--- src/rtl/upcounter_ctrl.sv ---
// rtl/upcounter_ctrl.sv - start/stop/pause sequencer with prescaler and terminal detect for an 8-bit up-counter
module upcounter_ctrl #(
   parameter int WIDTH   = 8,
   parameter int PRESC_W = 4
) (
   input  logic               clk,
   input  logic               reset,
   input  logic               start,
   input  logic               stop,
   input  logic               pause,
   input  logic               mode_reload,
   input  logic [WIDTH-1:0]   term_val,
   input  logic [PRESC_W-1:0] presc_div,
   input  logic [WIDTH-1:0]   cnt_q,
   output logic               cnt_clr,
   output logic               cnt_en,
   output logic               busy,
   output logic               done,
   output logic [7:0]         reload_cnt,
   output logic [1:0]         state
);

   localparam logic [1:0] S_IDLE = 2'b00;
   localparam logic [1:0] S_ARM  = 2'b01;
   localparam logic [1:0] S_RUN  = 2'b10;
   localparam logic [1:0] S_HOLD = 2'b11;

   logic [1:0]         state_r;
   logic [1:0]         state_nx;
   logic [WIDTH-1:0]   term_r;
   logic [PRESC_W-1:0] presc_r;
   logic [PRESC_W-1:0] presc_cnt;
   logic               mode_r;
   logic               terminal;
   logic               presc_hit;
   logic               launch;

   assign terminal  = (state_r == S_RUN) && (cnt_q == term_r);
   assign presc_hit = (presc_cnt == presc_r);
   assign launch    = (state_r == S_IDLE) && start && !stop;
   assign state     = state_r;

   always_ff @(posedge clk or negedge reset) begin
      if (!reset) begin
         state_r <= S_IDLE;
         cnt_clr <= 1'b0;
         done    <= 1'b0;
      end else begin
         state_r <= state_nx;
         cnt_clr <= (state_nx == S_ARM);
         done    <= terminal && !stop;
      end
   end

   always_comb begin
      state_nx = state_r;
      case (state_r)
         S_IDLE: if (launch) state_nx = S_ARM;
         S_ARM:  state_nx = stop ? S_IDLE : S_RUN;
         S_RUN: begin
            if (stop)          state_nx = S_IDLE;
            else if (terminal) state_nx = mode_r ? S_ARM : S_IDLE;
            else if (pause)    state_nx = S_HOLD;
         end
         S_HOLD: begin
            if (stop)        state_nx = S_IDLE;
            else if (!pause) state_nx = S_RUN;
         end
         default: state_nx = S_IDLE;
      endcase
   end

   // A pausing RUN cycle still counts; only HOLD itself is frozen.
   always_comb begin
      cnt_en = (state_r == S_RUN) && !terminal && presc_hit;
      busy   = (state_r != S_IDLE);
   end

   always_ff @(posedge clk or negedge reset) begin
      if (!reset) begin
         term_r     <= '0;
         presc_r    <= '0;
         mode_r     <= 1'b0;
         presc_cnt  <= '0;
         reload_cnt <= 8'd0;
      end else begin
         if (launch) begin
            term_r     <= term_val;
            presc_r    <= presc_div;
            mode_r     <= mode_reload;
            reload_cnt <= 8'd0;
         end
         if (state_r == S_ARM)
            presc_cnt <= '0;
         else if ((state_r == S_RUN) && !stop && !terminal)
            presc_cnt <= presc_hit ? '0 : presc_cnt + 1'b1;
         if (terminal && !stop && mode_r && (reload_cnt != 8'hFF))
            reload_cnt <= reload_cnt + 8'd1;
      end
   end

endmodule

--- config.mk ---
export PLATFORM = sky130hd
export DESIGN_NAME = upcounter_ctrl
export DESIGN_NICKNAME = d
export VERILOG_FILES = /design/src/rtl/upcounter_ctrl.sv
export SDC_FILE = /design/constraint.sdc
export NUM_CORES = 1
export LEC_CHECK = 0
export BUFFER_PORTS_ARGS = -buffer_cell sky130_fd_sc_hd__buf_2
export CAP_MARGIN = 20
export CORE_MARGIN = 4
export CORE_UTILIZATION = 39
export CTS_BUF_LIST = sky130_fd_sc_hd__clkbuf_4 sky130_fd_sc_hd__clkbuf_8
export DETAILED_ROUTE_END_ITERATION = 8
export SYNTH_ARGS = -nofsm -noshare
export SYNTH_HDL_FRONTEND = slang
export SYNTH_SLANG_ARGS = --single-unit
--- constraint.sdc ---
create_clock -name clk -period 1.85 [get_ports clk]
set_input_delay 0.37 -clock clk [delete_from_list [all_inputs] [get_ports clk]]
set_output_delay 0.37 -clock clk [all_outputs]
set_load 0.05 [all_outputs]
### Word level (Yosys, flattened, before mapping)

Cells that the tools add are included.

* register bits after elaboration: 29
* latch bits: 0
* RAM bits: 0
* bits in read-only memories: 0
* bits of input ports: 26
* output and inout port bits: 14
* logic and storage cells: 47
* memories: 0

* add/subtract/negate cells: 2
* multiply operators: 0
* div/mod/pow operators: 0
* magnitude comparators: 0
* equal/unequal tests: 7
* shift operators: 0
* multiplexer cells: 14
* bitwise gates (word level): 0
* reduce and logical (&&, ||, !) cells: 16

Operators by type and width (number)
* 2-to-1 mux 8 bit: 2
* 2-to-1 mux 2 bit: 7
* 2-to-1 mux 4 bit: 3
* logical AND 1 bit: 10
* adder 8 x 1 -> 8 bit, second input constant: 1
* == test 8 bit: 1
* != test 8 bit, second input constant: 1
* one-hot mux 2 bit (4 select lines): 1
* nonzero test 2 bit: 3
* adder 4 x 1 -> 4 bit, second input constant: 1
* == test 2 x 1 -> 1 bit, second input constant: 2
* == test 2 bit, second input constant: 2
* == test 4 bit: 1
* zero test 1 bit: 2
* zero test 2 bit: 1
* 2-to-1 mux 1 bit: 1

### Longest topological paths before layout

* word-level depth: 6
* depth in mapped cells: 8
* depth with buffers taken out: 6

### Worst setup path after synthesis

Ideal clock, no wire load.

* path type: register to output
* from: reg state_r[0], in the netlist state[0]
* to: out cnt_en
* arrival: 2.487 ns
* path slack: -1.007 ns
* stages on the path, launching flop included: 3
* buffers on the path: 1
* cell sequence: dfrtp_1 > buf_2 > nor4b_1

* cells in the longest elaborated chain, start to end: 5

RTL lines
* from (decl): line 28 `logic [1:0] state_r;`
* from (signal assigned): line 49 `state_r <= state_nx;`
* == test 2 bit *: line 38, 75
* logical AND 1 bit: line 38 `assign terminal = (state_r == S_RUN) && (cnt_q == term_r);`
* zero test 1 bit: line 75 `cnt_en = (state_r == S_RUN) && !terminal && presc_hit;`
* logical AND 1 bit * (2 in a row): line 75
* to (decl): line 16 `output logic cnt_en,`

Every way passes the cells marked *; elsewhere a longest branch is shown, timed or not.

### Worst setup path after layout

* from: reg term_r[7]
* to: out cnt_en

* cells in the longest elaborated chain, start to end: 5

RTL lines
* from (decl): line 30 `logic [WIDTH-1:0] term_r;`
* from (signal assigned): line 88 `term_r <= term_val;`
* == test 8 bit: line 38
* logical AND 1 bit: line 38
* zero test 1 bit: line 75
* logical AND 1 bit (2 in a row): line 75

Every way passes these cells.

==> metrics.cfg <==
[status]
run_status=complete, but fails checks
violations=negative setup slack

[yosys]
synthMuxAreaShare_pct=1.32
synth_area_leader_cell=dfrtp_1
syn_nets=196
synth_edf_count=0
synth_cells=168
yosysMostFrequentCell=nand2_1
async_flop_share_pct=100
synth_top_family_by_area=simple AND/OR/NAND/NOR gates
yosysSeqAreaShare_pct=47.9
synth_area_per_cell_um2=9.01
synthSimpleGateAreaFrac_pct=28.0
synthAdderAreaFrac_pct=1.65
syn_area_um2=1510
synth_warnings=0
synth_cell_types=34
synthTopCellsByArea=dfrtp_1 (48%), nand2_1 (12%), xnor2_1 (7.5%)
synth-compound-area-share_pct=10.7
synth_top_area_share_pct=47.9
synth_xor_area_share_pct=7.52
synthTopCellsByCount=nand2_1 (48), dfrtp_1 (29), xnor2_1 (13), nand2b_1 (8), nor2_1 (8)
synth_flop_cell=dfrtp_1
ys_ff_latch=29

[cts]
cts_tree=built
cts_sinks=29
root_buffer=clkbuf_8
clk_pin_slew_ns=0.06
numCtsBuffers=5
cts_htree_levels=2
clk_path_buf_depth=2
insertion_delay_ns=0.28
cts_setup_buffers=0

[sta]
worst_pin_slew_ns=0.642
max_freq_mhz=512
worst_slack_ns=-0.101
fin_worst_skew_ns=0.00470
timing.final.crit_share_pct=105
setup-violations-final=4
finalHoldViolCount=0
max_slew_margin_pct=57.2
grt_setup_unrepaired=true
period_minus_slack_ns=1.95
final-max-slew-violation-count=0
fin_setup_tns_ns=-0.211

[detailed_routing]
vias=1350
routedWlPerCell_um=13.4
drtPass1Iterations=4
vias_per_cell=5.02
drc_errors=0
antenna_left=0
first_iter_violations=51
drt_wl_total_um=3610

[worst_hold_path]
hold_class=in2async

[floorplanning]
fp.dieW_um=70.3
ios=40
die_area_um2=4940
std_cell_rows=22
core_um2=3720
initial_utilization_pct=40.7
die_h_um=70.3

[pwr]
leakagePower_nw=0.951
p_total_mw=1.79
ir_drop_uv=393
power_density_nw_per_um2=911

[global_route]
grt_use_total_pct=15.9
grt_overflow_total=0
antenna_found_initial=0
grt_first_pass_wirelength_um=6380
grt_max_degree=30
grt_pass1_vias=1394

[placement]
gp_congestion=0.891
portBuffers=39
dp_hpwl_um=2800

[final_layout]
fin_nets=248
area_growth_pct=29.7
diodes=0
drive_above_1_share_pct=30.8

[critical_path]
critPathMaxFanout=3
reg2reg_from=term_r[1]
cp-start-kind=flip-flop
path_class=reg2out
worstPathArrival_ns=1.58
crit_start=term_r[7]
cp_data_required_time_ns=1.48
end_kind=output pin

[job]
max_cap_viol_count=0

[cells in the final DEF, fill, tap and decap left out, types with 2 or more instances in the layout]
cell type and instances:
dfrtp_1 26, buf_4 12, dfrtp_2 3, inv_1 3
nand4_1 4, nand2b_1 8, nand3_1 6, a211oi_1 2
ha_1 2, mux2i_1 2, nor2_1 7, buf_2 38
or3_1 5, o21ai_1 2, nand2_1 48, o211ai_1 2
xnor2_1 13, o22ai_1 3, or2_2 2, clkbuf_8 7
o21ai_0 2, and3_1 2, a21oi_1 4, a31o_1 4
[final cells by class]
class / count / area, µm²
Timing Repair Buffer: 51 / 292
Clock inverter: 1 / 5.00
Sequential cell: 29 / 729
Clock buffer: 7 / 96.3
Inverter: 3 / 11.3
Tap cell: 48 / 60.1
Multi-Input combinational cell: 130 / 769
Fill cell: 353 / 1750
[path summary, 6_finish.rpt]
kind / endpoint / slack (ns) / cells after the start
setup reg to reg: reload_cnt[5] / -0.04 / 6
min in group clk: term_r[2] / 0.28 / 3
setup / recovery: cnt_en / -0.10 / 6
hold reg to reg: term_r[5] / 0.50 / 2
hold / removal: reload_cnt[7] / 0.11 / 1
max in group asynchronous: state[0] / 1.28 / 1
[state kept, by name, indices dropped and copies added (netlist names)]
register    cells
done            1
term_r          8
state           2
cnt_clr         1
mode_r          1
presc_r         4
presc_cnt       4
reload_cnt      8
[critical path: stages, from the launching register on]
cell and delay (ns):
dfrtp_1 0.40, xnor2_1 0.14, nand4_1 0.12, buf_4 0.14, nor2_4 0.04, nor4b_4 0.27, buf_6 0.19
[report_power, final]
group / total (mW) / leakage [nW] / internal, mW / switching [mW]
clock: 0.570 / 0.0542 / 0.336 / 0.234
combinational: 0.415 / 0.519 / 0.184 / 0.231
sequential: 0.803 / 0.378 / 0.725 / 0.0779
[routing by layer]
metal / up-vias / track usage (%) / routed length [µm] / part of all wire [%]
li1: 673 / - / - / -
met1: 635 / 19.0 / 1530 / 43
met2: 35 / 26.9 / 1810 / 50
met3: 7 / 4.32 / 214 / 5.9
met4: 0 / 6.38 / 46 / 1.3
met5: - / 0 / 0 / 0
[kinds of logic (layout without fill, tap and decap cells)]
kind of cell | count (synthesis) | count (layout)
AOI/OAI and AO/OA | 24 | 24
muxes | 2 | 2
adders and majority gates | 2 | 2
xor gates and xnor gates | 13 | 13
buffers and inverters | 9 | 62
DFF | 29 | 29
and+or+nand+nor | 89 | 89
[repair_timing]
action,4_1_cts,5_1_grt
endpoints found under the hold margin,0,0
resized for setup,5,2
hold buffers,0,0
endpoints found under the setup margin,5,8
pin swaps,2,2
[metrics by stage]
stage	instance area, µm²	setup slack (ns)	utilization [%]	hold WS [ns]	cells
global placement	1850	-0.0222	49.7	0.436	261
finish	1960	-0.101	52.8	0.111	269
global route	1960	-0.186	52.8	0.175	269
detailed placement	1850	-0.0939	49.7	0.437	261
floorplan	1540	-0.176	-	0.0744	168
CTS	1960	-0.112	52.6	0.134	269
(Power assumes the default switching activity.)
